`src/rtl/collatz_stepper.sv`:
```
// -----------------------------------------------------------------------------
// collatz_stepper
//
// Purpose:
//   Loads a seed and advances the Collatz sequence by one step for every cycle
//   in which the tick input is high: n/2 when n is even, 3n+1 when n is odd.
//   Tracks the number of steps taken (saturating) and, optionally, the peak
//   value reached. Flags completion when the value reaches 1, and flags an
//   error when the seed is 0 or when 3n+1 no longer fits in W bits.
//   All outputs are registered and feed the display / LED driver stage.
//
// Build option:
//   COLLATZ_PEAK_EN - when defined, the peak register and its comparator are
//                     built. When undefined, peak is tied to zero and no peak
//                     logic exists.
//
// Parameters:
//   W - width of the seed / value / peak datapath in bits
//   S - width of the step counter in bits
//
// Ports:
//   clk   in   1  system clock (same domain as the tick generator)
//   arst  in   1  asynchronous active-high reset
//   start in   1  load request, honoured in IDLE, DONE and ERR
//   seed  in   W  starting value, captured when start is honoured
//   tick  in   1  step enable; one step per cycle it is high while running
//   value out  W  current sequence value
//   steps out  S  steps taken since load, saturating at all-ones
//   peak  out  W  largest value seen since load (zero without COLLATZ_PEAK_EN)
//   busy  out  1  high while the sequence is running
//   done  out  1  high once finished (reached 1) or errored, until next load
//   err   out  1  high after a zero seed or an overflow, until next load
// -----------------------------------------------------------------------------
module collatz_stepper #(
  parameter int W = 16,
  parameter int S = 8
) (
  input  logic         clk,
  input  logic         arst,
  input  logic         start,
  input  logic [W-1:0] seed,
  input  logic         tick,
  output logic [W-1:0] value,
  output logic [S-1:0] steps,
  output logic [W-1:0] peak,
  output logic         busy,
  output logic         done,
  output logic         err
);

  typedef enum logic [1:0] {
    ST_IDLE = 2'd0,
    ST_RUN  = 2'd1,
    ST_DONE = 2'd2,
    ST_ERR  = 2'd3
  } state_t;

  localparam logic [S-1:0]   STEPS_ONE = S'(1);
  localparam logic [W+1:0]   WIDE_ONE  = (W+2)'(1);
  localparam logic [W-1:0]   VAL_ZERO  = '0;
  localparam logic [W-1:0]   VAL_ONE   = W'(1);

  state_t         r_state;
  state_t         w_state_next;
  logic [W-1:0]   r_value;
  logic [W-1:0]   w_value_next;
  logic [S-1:0]   r_steps;
  logic [S-1:0]   w_steps_next;
  logic           r_busy;
  logic           r_done;
  logic           r_err;

  logic [W+1:0]   w_triple;     // 3n+1 with two guard bits for overflow
  logic [W+1:0]   w_cand;       // candidate next value at W+2 bits
  logic           w_ovf;
  logic           w_is_one;
  logic           w_load;
  logic           w_step;
  logic [S-1:0]   w_steps_inc;

  // 3n+1 = n + 2n + 1. The maximum, 3*(2^W-1)+1, always fits in W+2 bits,
  // so any set bit above W-1 means the result cannot be represented.
  assign w_triple = {2'b00, r_value} + {1'b0, r_value, 1'b0} + WIDE_ONE;
  assign w_cand   = r_value[0] ? w_triple : {3'b000, r_value[W-1:1]};
  assign w_ovf    = r_value[0] & (|w_triple[W+1:W]);
  assign w_is_one = (w_cand == WIDE_ONE);

  // A load is honoured in every state except RUN; a tick that arrives with
  // a load is dropped because stepping only happens in RUN.
  assign w_load = start & (r_state != ST_RUN);
  assign w_step = tick  & (r_state == ST_RUN);

  // Counter sticks at all-ones instead of wrapping.
  assign w_steps_inc = (&r_steps) ? r_steps : r_steps + STEPS_ONE;

  // ---------------------------------------------------------------------------
  // Next-state and next-output logic
  // ---------------------------------------------------------------------------
  always_comb begin
    w_state_next = r_state;
    w_value_next = r_value;
    w_steps_next = r_steps;

    if (w_load) begin
      w_value_next = seed;
      w_steps_next = '0;
      if (seed == VAL_ZERO) begin
        w_state_next = ST_ERR;
      end else if (seed == VAL_ONE) begin
        w_state_next = ST_DONE;
      end else begin
        w_state_next = ST_RUN;
      end
    end else if (w_step) begin
      if (w_ovf) begin
        // Value and step count freeze at the last representable step.
        w_state_next = ST_ERR;
      end else begin
        w_value_next = w_cand[W-1:0];
        w_steps_next = w_steps_inc;
        if (w_is_one) begin
          w_state_next = ST_DONE;
        end
      end
    end
  end

  // ---------------------------------------------------------------------------
  // State and output registers
  // ---------------------------------------------------------------------------
  always_ff @(posedge clk or posedge arst) begin
    if (arst) begin
      r_state <= ST_IDLE;
      r_value <= '0;
      r_steps <= '0;
      r_busy  <= 1'b0;
      r_done  <= 1'b0;
      r_err   <= 1'b0;
    end else begin
      r_state <= w_state_next;
      r_value <= w_value_next;
      r_steps <= w_steps_next;
      // Status flags are decoded from the next state so they change on the
      // same edge as the state itself.
      r_busy  <= (w_state_next == ST_RUN);
      r_done  <= (w_state_next == ST_DONE) || (w_state_next == ST_ERR);
      r_err   <= (w_state_next == ST_ERR);
    end
  end

  assign value = r_value;
  assign steps = r_steps;
  assign busy  = r_busy;
  assign done  = r_done;
  assign err   = r_err;

  // ---------------------------------------------------------------------------
  // Peak tracking
  // ---------------------------------------------------------------------------
`ifdef COLLATZ_PEAK_EN
  logic [W-1:0] r_peak;
  logic [W-1:0] w_peak_next;

  always_comb begin
    w_peak_next = r_peak;
    if (w_load) begin
      w_peak_next = seed;
    end else if (w_step && !w_ovf && (w_cand[W-1:0] > r_peak)) begin
      w_peak_next = w_cand[W-1:0];
    end
  end

  always_ff @(posedge clk or posedge arst) begin
    if (arst) begin
      r_peak <= '0;
    end else begin
      r_peak <= w_peak_next;
    end
  end

  assign peak = r_peak;
`else
  assign peak = '0;
`endif

endmodule

```
`config.mk`:
```
export PLATFORM = sky130hd
export DESIGN_NAME = collatz_stepper
export DESIGN_NICKNAME = d
export VERILOG_FILES = /design/src/rtl/collatz_stepper.sv
export SDC_FILE = /design/constraint.sdc
export NUM_CORES = 1
export LEC_CHECK = 0
export ABC_CLOCK_PERIOD_IN_PS = 2750
export CAP_MARGIN = 30
export CORE_ASPECT_RATIO = 1.4
export CORE_UTILIZATION = 29
export CTS_CLUSTER_SIZE = 8
export DETAILED_ROUTE_END_ITERATION = 8
export PLACE_DENSITY_LB_ADDON = 0.15
export SYNTH_ARGS = -nofsm -noshare
export SYNTH_HDL_FRONTEND = slang
export SYNTH_SLANG_ARGS = --single-unit
```
`constraint.sdc`:
```
create_clock -name clk -period 2.75 [get_ports clk]
set_input_delay 0.6875 -clock clk [delete_from_list [all_inputs] [get_ports clk]]
set_output_delay 0.6875 -clock clk [all_outputs]
set_load 0.005 [all_outputs]
```
## After elaboration in Yosys (flattened, before gate mapping)

Cells that the tools add are included.

- Register bits: 29
- Latch bits: 0
- Memory bits (writable): 0
- Bits in read-only memories: 0
- Input bits: 20
- Logic and storage cells: 42
- Memories kept: 0

- Add/subtract/negate cells: 3
- Multipliers: 0
- Divide/modulo/power cells: 0
- Magnitude comparators: 0
- Equality and inequality tests: 9
- Shift operators: 0
- Mux-type cells: 14
- Bitwise operators: 3
- Reductions and logical operators: 7

Operators by type and width:

| operator | number |
|---|---|
| 2-to-1 mux 16 bit | 3 |
| 2-to-1 mux 8 bit | 4 |
| adder 16 x 17 -> 18 bit | 1 |
| adder 18 x 1 -> 18 bit (second input constant) | 1 |
| == test 18 x 1 -> 1 bit (second input constant) | 1 |
| 2-to-1 mux 18 bit | 1 |
| == test 16 x 1 -> 1 bit (second input constant) | 1 |
| logical NOT 16 bit | 1 |
| 2-to-1 mux 2 bit | 6 |
| adder 8 x 1 -> 8 bit (second input constant) | 1 |
| AND reduction 8 bit | 1 |
| == test 2 x 1 -> 1 bit (second input constant) | 2 |
| == test 2 bit (second input constant) | 2 |
| inequality test 2 x 1 -> 1 bit (second input constant) | 2 |
| bitwise AND 1 bit | 3 |
| AND reduction 3 bit | 1 |
| inequality test 2 bit (second input constant) | 1 |
| AND reduction 2 bit | 1 |
| nonzero test 2 bit | 1 |
| OR reduction 2 bit | 1 |
| logical OR 1 bit | 1 |

## Depth between registers and ports, before layout

- Depth after elaboration: 10
- Mapped depth: 14
- Gate-level depth less buffers: 10

## Worst setup path after synthesis

No wires, ideal clock.

- Path type: flip-flop to flip-flop
- Start: register r_value[0] (netlist: value[0])
- End: register r_busy (netlist: busy)
- Setup time: 0.139 ns
- Arrival time: 2.786 ns
- Path slack: -0.175 ns
- Cell stages (with the launch flop): 13
- Path buffers: 2
- Period minus slack after synthesis: 2.925 ns
- Cell sequence: dfrtp_1 buf_2 inv_1 clkbuf_1 ha_1 nor2b_1 o31ai_4 a21oi_1 o211ai_1 a2111oi_0 nand4_1 nor4b_4 a211oi_1

- Word-level cells in the longest chain between the ends: 9
- Elaborated cells on any way between the ends: 11

Ends and longest elaborated chain:

| element | line | text |
|---|---|---|
| start, declared | 65 | `logic [W-1:0] r_value;` |
| start signal, assigned | 141 | `r_value <= w_value_next;` |
| adder 16 x 17 -> 18 bit | 83 | `assign w_triple = {2'b00, r_value} + {1'b0, r_value, 1'b0} + WIDE_ONE;` |
| adder 18 x 1 -> 18 bit | 83 |  |
| 2-to-1 mux 18 bit | 84 | `assign w_cand = r_value[0] ? w_triple : {3'b000, r_value[W-1:1]};` |
| == test 18 x 1 -> 1 bit | 86 | `assign w_is_one = (w_cand == WIDE_ONE);` |
| 2-to-1 mux 2 bit | 121 | `if (w_is_one) begin` |
| 2-to-1 mux 2 bit (*) | 115 | `if (w_ovf) begin` |
| 2-to-1 mux 2 bit (*) | 114 | `end else if (w_step) begin` |
| 2-to-1 mux 2 bit (*) | 104 | `if (w_load) begin` |
| == test 2 x 1 -> 1 bit (*) | 145 | `r_busy <= (w_state_next == ST_RUN);` |
| end signal, assigned | 145 |  |
| end, declared | 69 | `logic r_busy;` |

Mark *: on every way between the ends. The rest lies on a longest branch, timed or not.
A chain may end at the register's enable or synchronous reset.

## Final worst setup path

- Start: register r_value[1] (netlist: value[1])
- End: register r_state[0]

- Word-level cells in the longest chain between the ends: 8
- Elaborated cells on any way between the ends: 10

Ends and longest elaborated chain:

| element | line | text |
|---|---|---|
| adder 16 x 17 -> 18 bit | 83 |  |
| adder 18 x 1 -> 18 bit | 83 |  |
| 2-to-1 mux 18 bit | 84 |  |
| == test 18 x 1 -> 1 bit | 86 |  |
| 2-to-1 mux 2 bit | 121 |  |
| 2-to-1 mux 2 bit (*) | 115 |  |
| 2-to-1 mux 2 bit (*) | 114 |  |
| 2-to-1 mux 2 bit (*) | 104 |  |
| via w_state_next[0] | 64 | `state_t w_state_next;` |
| end signal, assigned | 140 | `r_state <= w_state_next;` |
| end, declared | 63 | `state_t r_state;` |

The timed path passes the listed nets; every way through them passes the cells marked *.

==> results by group <==
Global routing
  • Pin count of the biggest net entering global routing: 34
  • Overflow after GRT: 0
  • Global-route wire length before repair: 14700 um
  • Overall Global Routing Usage: 0.187
  • Initial antenna violation count: 0
  • Vias in the first global route: 3009

Route
  • Final ANT Viol Nets: 0
  • DR iter-0 viols: 95
  • Vias per cell: 5.14
  • Pre-antenna DRT Iters: 4
  • Wire per inst: 16.1 um
  • # DRC: 0
  • Routed WL: 9480 um
  • Via count: 3018

Finish
  • # nets final: 517
  • Antenna cells: 0
  • FF+latch area: 738 um^2
  • Fillers: 924
  • Multi-input gate area: 2380 um^2
  • Post-route insts no fill: 587
  • Layout area overhead: 66.4%
  • Final Cell Area: 4660 um^2
  • Share of cells above drive strength 1: 0.382

Power and ir drop
  • Pwr Density: 1630 nW/um^2
  • Sw Share: 0.444
  • Clock power frac: 0.067
  • Cell leakage power: 0.00192 uW
  • Gate power share: 0.819
  • Reg power frac: 0.114
  • Switching Power: 3380 uW
  • Pint: 4230 uW
  • Peak VDD IR: 0.651 mV

Clock tree
  • CTS tree: built
  • Clock Path Buffers: 2
  • Clk sink count: 29
  • Num CTS Buffers: 5
  • Root Buffer: clkbuf_16
  • Clock latency on the worst-skew pair: 0.27 ns
  • Hold Buf Count CTS: 0
  • Reg clk slew, reported paths: 0.05 ns
  • Max H-tree Level: 2

Critical path
  • Worst Setup Path Type: flop to flop
  • Worst-path cell chain: buf_6 -> ha_4 -> nor2b_4 -> o31a_1 -> o21ai_2 -> a311oi_2 -> nor4_4 -> buf_6 -> o211ai_4 -> nor4b_4 -> nor3_1
  • Critical path's slowest cell: dfrtp_1
  • Max incr delay on CP: 0.42 ns
  • CP dominant cell by count: buf_6
  • CP endpoint kind: flop
  • R2R Path End: r_state[0]
  • Crit-path leading delay family: simple AND/OR/NAND/NOR gates
  • Reg2reg setup slack: -0.06 ns
  • Worst Path Required: 2.89 ns
  • Peak fanout along the critical path: 4
  • Buf+Inv Stages, Crit Path: 2
  • Crit Reg-Reg Startpoint: value[1]
  • CP startpoint kind: flop
  • CP arrival: 2.95 ns
  • Worst reg2reg path depth: 11

Floorplanning
  • DIE AREA: 10100 um^2
  • Cell Rows: 42
  • Core area: 9410 um^2
  • Num ports: 63
  • Die extent in x: 85.1 um
  • Die H: 118 um
  • Initial Util: 0.298

Worst hold path
  • Hold WC Path Type: flop to flop
  • Hold Path End: steps[6]
  • Hold_sp: steps[6]
  • Worst hold path depth: 1

Placed design
  • Final HPWL DP: 7160 um
  • PortBufs: 46
  • Placed cells: 573
  • DP Area: 3940 um^2
  • Gpl congestion: 0.773

Logic synthesis
  • Yosys warnings: 0
  • Synth Register Bits: 29
  • Register area share after synthesis: 0.259
  • Mapped Cells: 347
  • Async SR Flop Fraction: 1.00
  • Mapped Area: 2800 um^2
  • Mapped Avg Cell Area: 8.08 um^2
  • Post-synth EDFFs: 0
  • Synth cell types: 57
  • Synth Flop Type: dfrtp_1

STA
  • Worst Slack Setup Final: -0.0590 ns
  • Final setup viols: 5
  • Clock skew: 0.00221 ns
  • Endpoints failing hold: 0
  • Peak Freq: 0.356 GHz
  • Pins over their slew limit: 0
  • Final Critical Period: 2.81 ns
  • RSZ-0062 raised after global routing: true
  • Post-route clock period utilization: 1.02

Status
  • Failing checks: setup timing
  • Status: finished, violations left

Job
  • # Max-Cap Violations: 0
-- layout make-up --
class | instances | area share
Inverter | 13 | 0.0105
Multi-Input combinational cell | 290 | 0.511
Timing Repair Buffer | 137 | 0.261
Tap cell | 110 | 0.0295
Sequential cell | 29 | 0.158
Clock buffer | 8 | 0.0292
-- what timing repair did --
action,in CTS,in global routing
setup buffers,5,3
gates cloned,1,0
resized for setup,42,65
endpoints found under the setup margin,27,28
pin swaps,12,30
-- worst max path at each step --
stage	start	end	slack, ns	cells after the start
2_1_floorplan	value[0]	r_state[0]	0.002	12
3_3_place_gp	value[2]	r_state[0]	-0.21	9
3_5_place_dp	value[2]	steps[6]	-0.25	12
4_1_cts	value[2]	r_state[0]	-0.19	12
5_1_grt	value[1]	r_state[0]	-0.19	11
6_report	value[1]	r_state[0]	-0.06	11
-- cells in the final DEF (no fill, tap or decap), types with 6 or more instances in the layout --
master,instances
buf_6,11
o211ai_1,6
mux2i_1,10
a21oi_2,9
buf_4,77
nand2_1,32
dfrtp_2,10
nand3_1,7
o21ai_0,9
a21oi_1,23
xnor2_1,7
o21ai_1,9
conb_1,16
nand4_1,6
o21ai_2,7
nor3_1,6
ha_4,14
nor2_1,35
a21o_1,6
inv_1,11
dfrtp_1,19
clkdlybuf4s50_1,46
-- synth_stat cells, types with 4 or more instances --
library cell | n | area share
dfrtp_1 | 29 | 0.26
o21ai_1 | 14 | 0.025
clkbuf_1 | 7 | 0.0094
buf_2 | 5 | 0.0089
xor2_1 | 6 | 0.019
a21oi_1 | 32 | 0.057
o21ai_0 | 13 | 0.023
nand4_1 | 6 | 0.013
a211oi_1 | 6 | 0.016
a31oi_1 | 6 | 0.013
and4_1 | 4 | 0.012
inv_1 | 13 | 0.017
nand3_1 | 8 | 0.014
nor3_1 | 6 | 0.011
xnor2_1 | 9 | 0.028
nor2_1 | 36 | 0.048
o31ai_1 | 5 | 0.013
a21o_1 | 6 | 0.016
nand2_1 | 33 | 0.044
mux2i_1 | 11 | 0.039
ha_1 | 20 | 0.089
buf_4 | 18 | 0.048
o211ai_1 | 6 | 0.016
nand2b_1 | 4 | 0.0089
-- flip-flops by register name, summed over array words and instances (netlist names) --
| signal | cells |
|---|---|
| done | 1 |
| err | 1 |
| value | 16 |
| r_state | 2 |
| busy | 1 |
| steps | 8 |
-- metrics by stage --
| step | power [uW] | TNS (ns) | setup WS (ns) | util | hold slack [ns] |
|---|---|---|---|---|---|
| global placement | 5700 | -3.56 | -0.215 | 0.419 | 0.519 |
| finish | 7610 | -0.110 | -0.0590 | 0.496 | 0.540 |
| CTS | 6840 | -2.15 | -0.194 | 0.463 | 0.541 |
| floorplan | 3460 | 0 | 0.00245 | - | 0.508 |
| global route | 8210 | -1.86 | -0.192 | 0.496 | 0.562 |
| detailed placement | 5710 | -4.00 | -0.251 | 0.419 | 0.534 |
-- layer usage --
metal	GRT usage	vias to the layer above	routed length (um)
met4	0.0784	0	279
met1	0.215	1434	3930
met2	0.347	70	5030
met5	0	-	0
li1	-	1497	-
met3	0.0161	17	238
-- cell families after synthesis --
group                    count (synthesis)  share of synthesized area
AND/OR/NAND/NOR                        115                      0.206
AO/OA/AOI/OAI                          112                      0.267
buffers and inverters                   43                     0.0839
flip-flops                              29                      0.259
adder cells (fa/ha/maj)                 21                     0.0964
XOR/XNOR                                15                     0.0469
multiplexers                            11                     0.0393
other                                    1                    0.00134
-- power groups by stage --
stage / registers [uW] / logic, uW / clock network, uW
6_report: 870 / 6230 / 509
5_1_grt: 890 / 6770 / 542
4_1_cts: 818 / 5500 / 525
3_5_place_dp: 777 / 4930 / 0
3_3_place_gp: 772 / 4920 / 0
2_1_floorplan: 797 / 2660 / 0
Power figures use the tool's default switching activity.
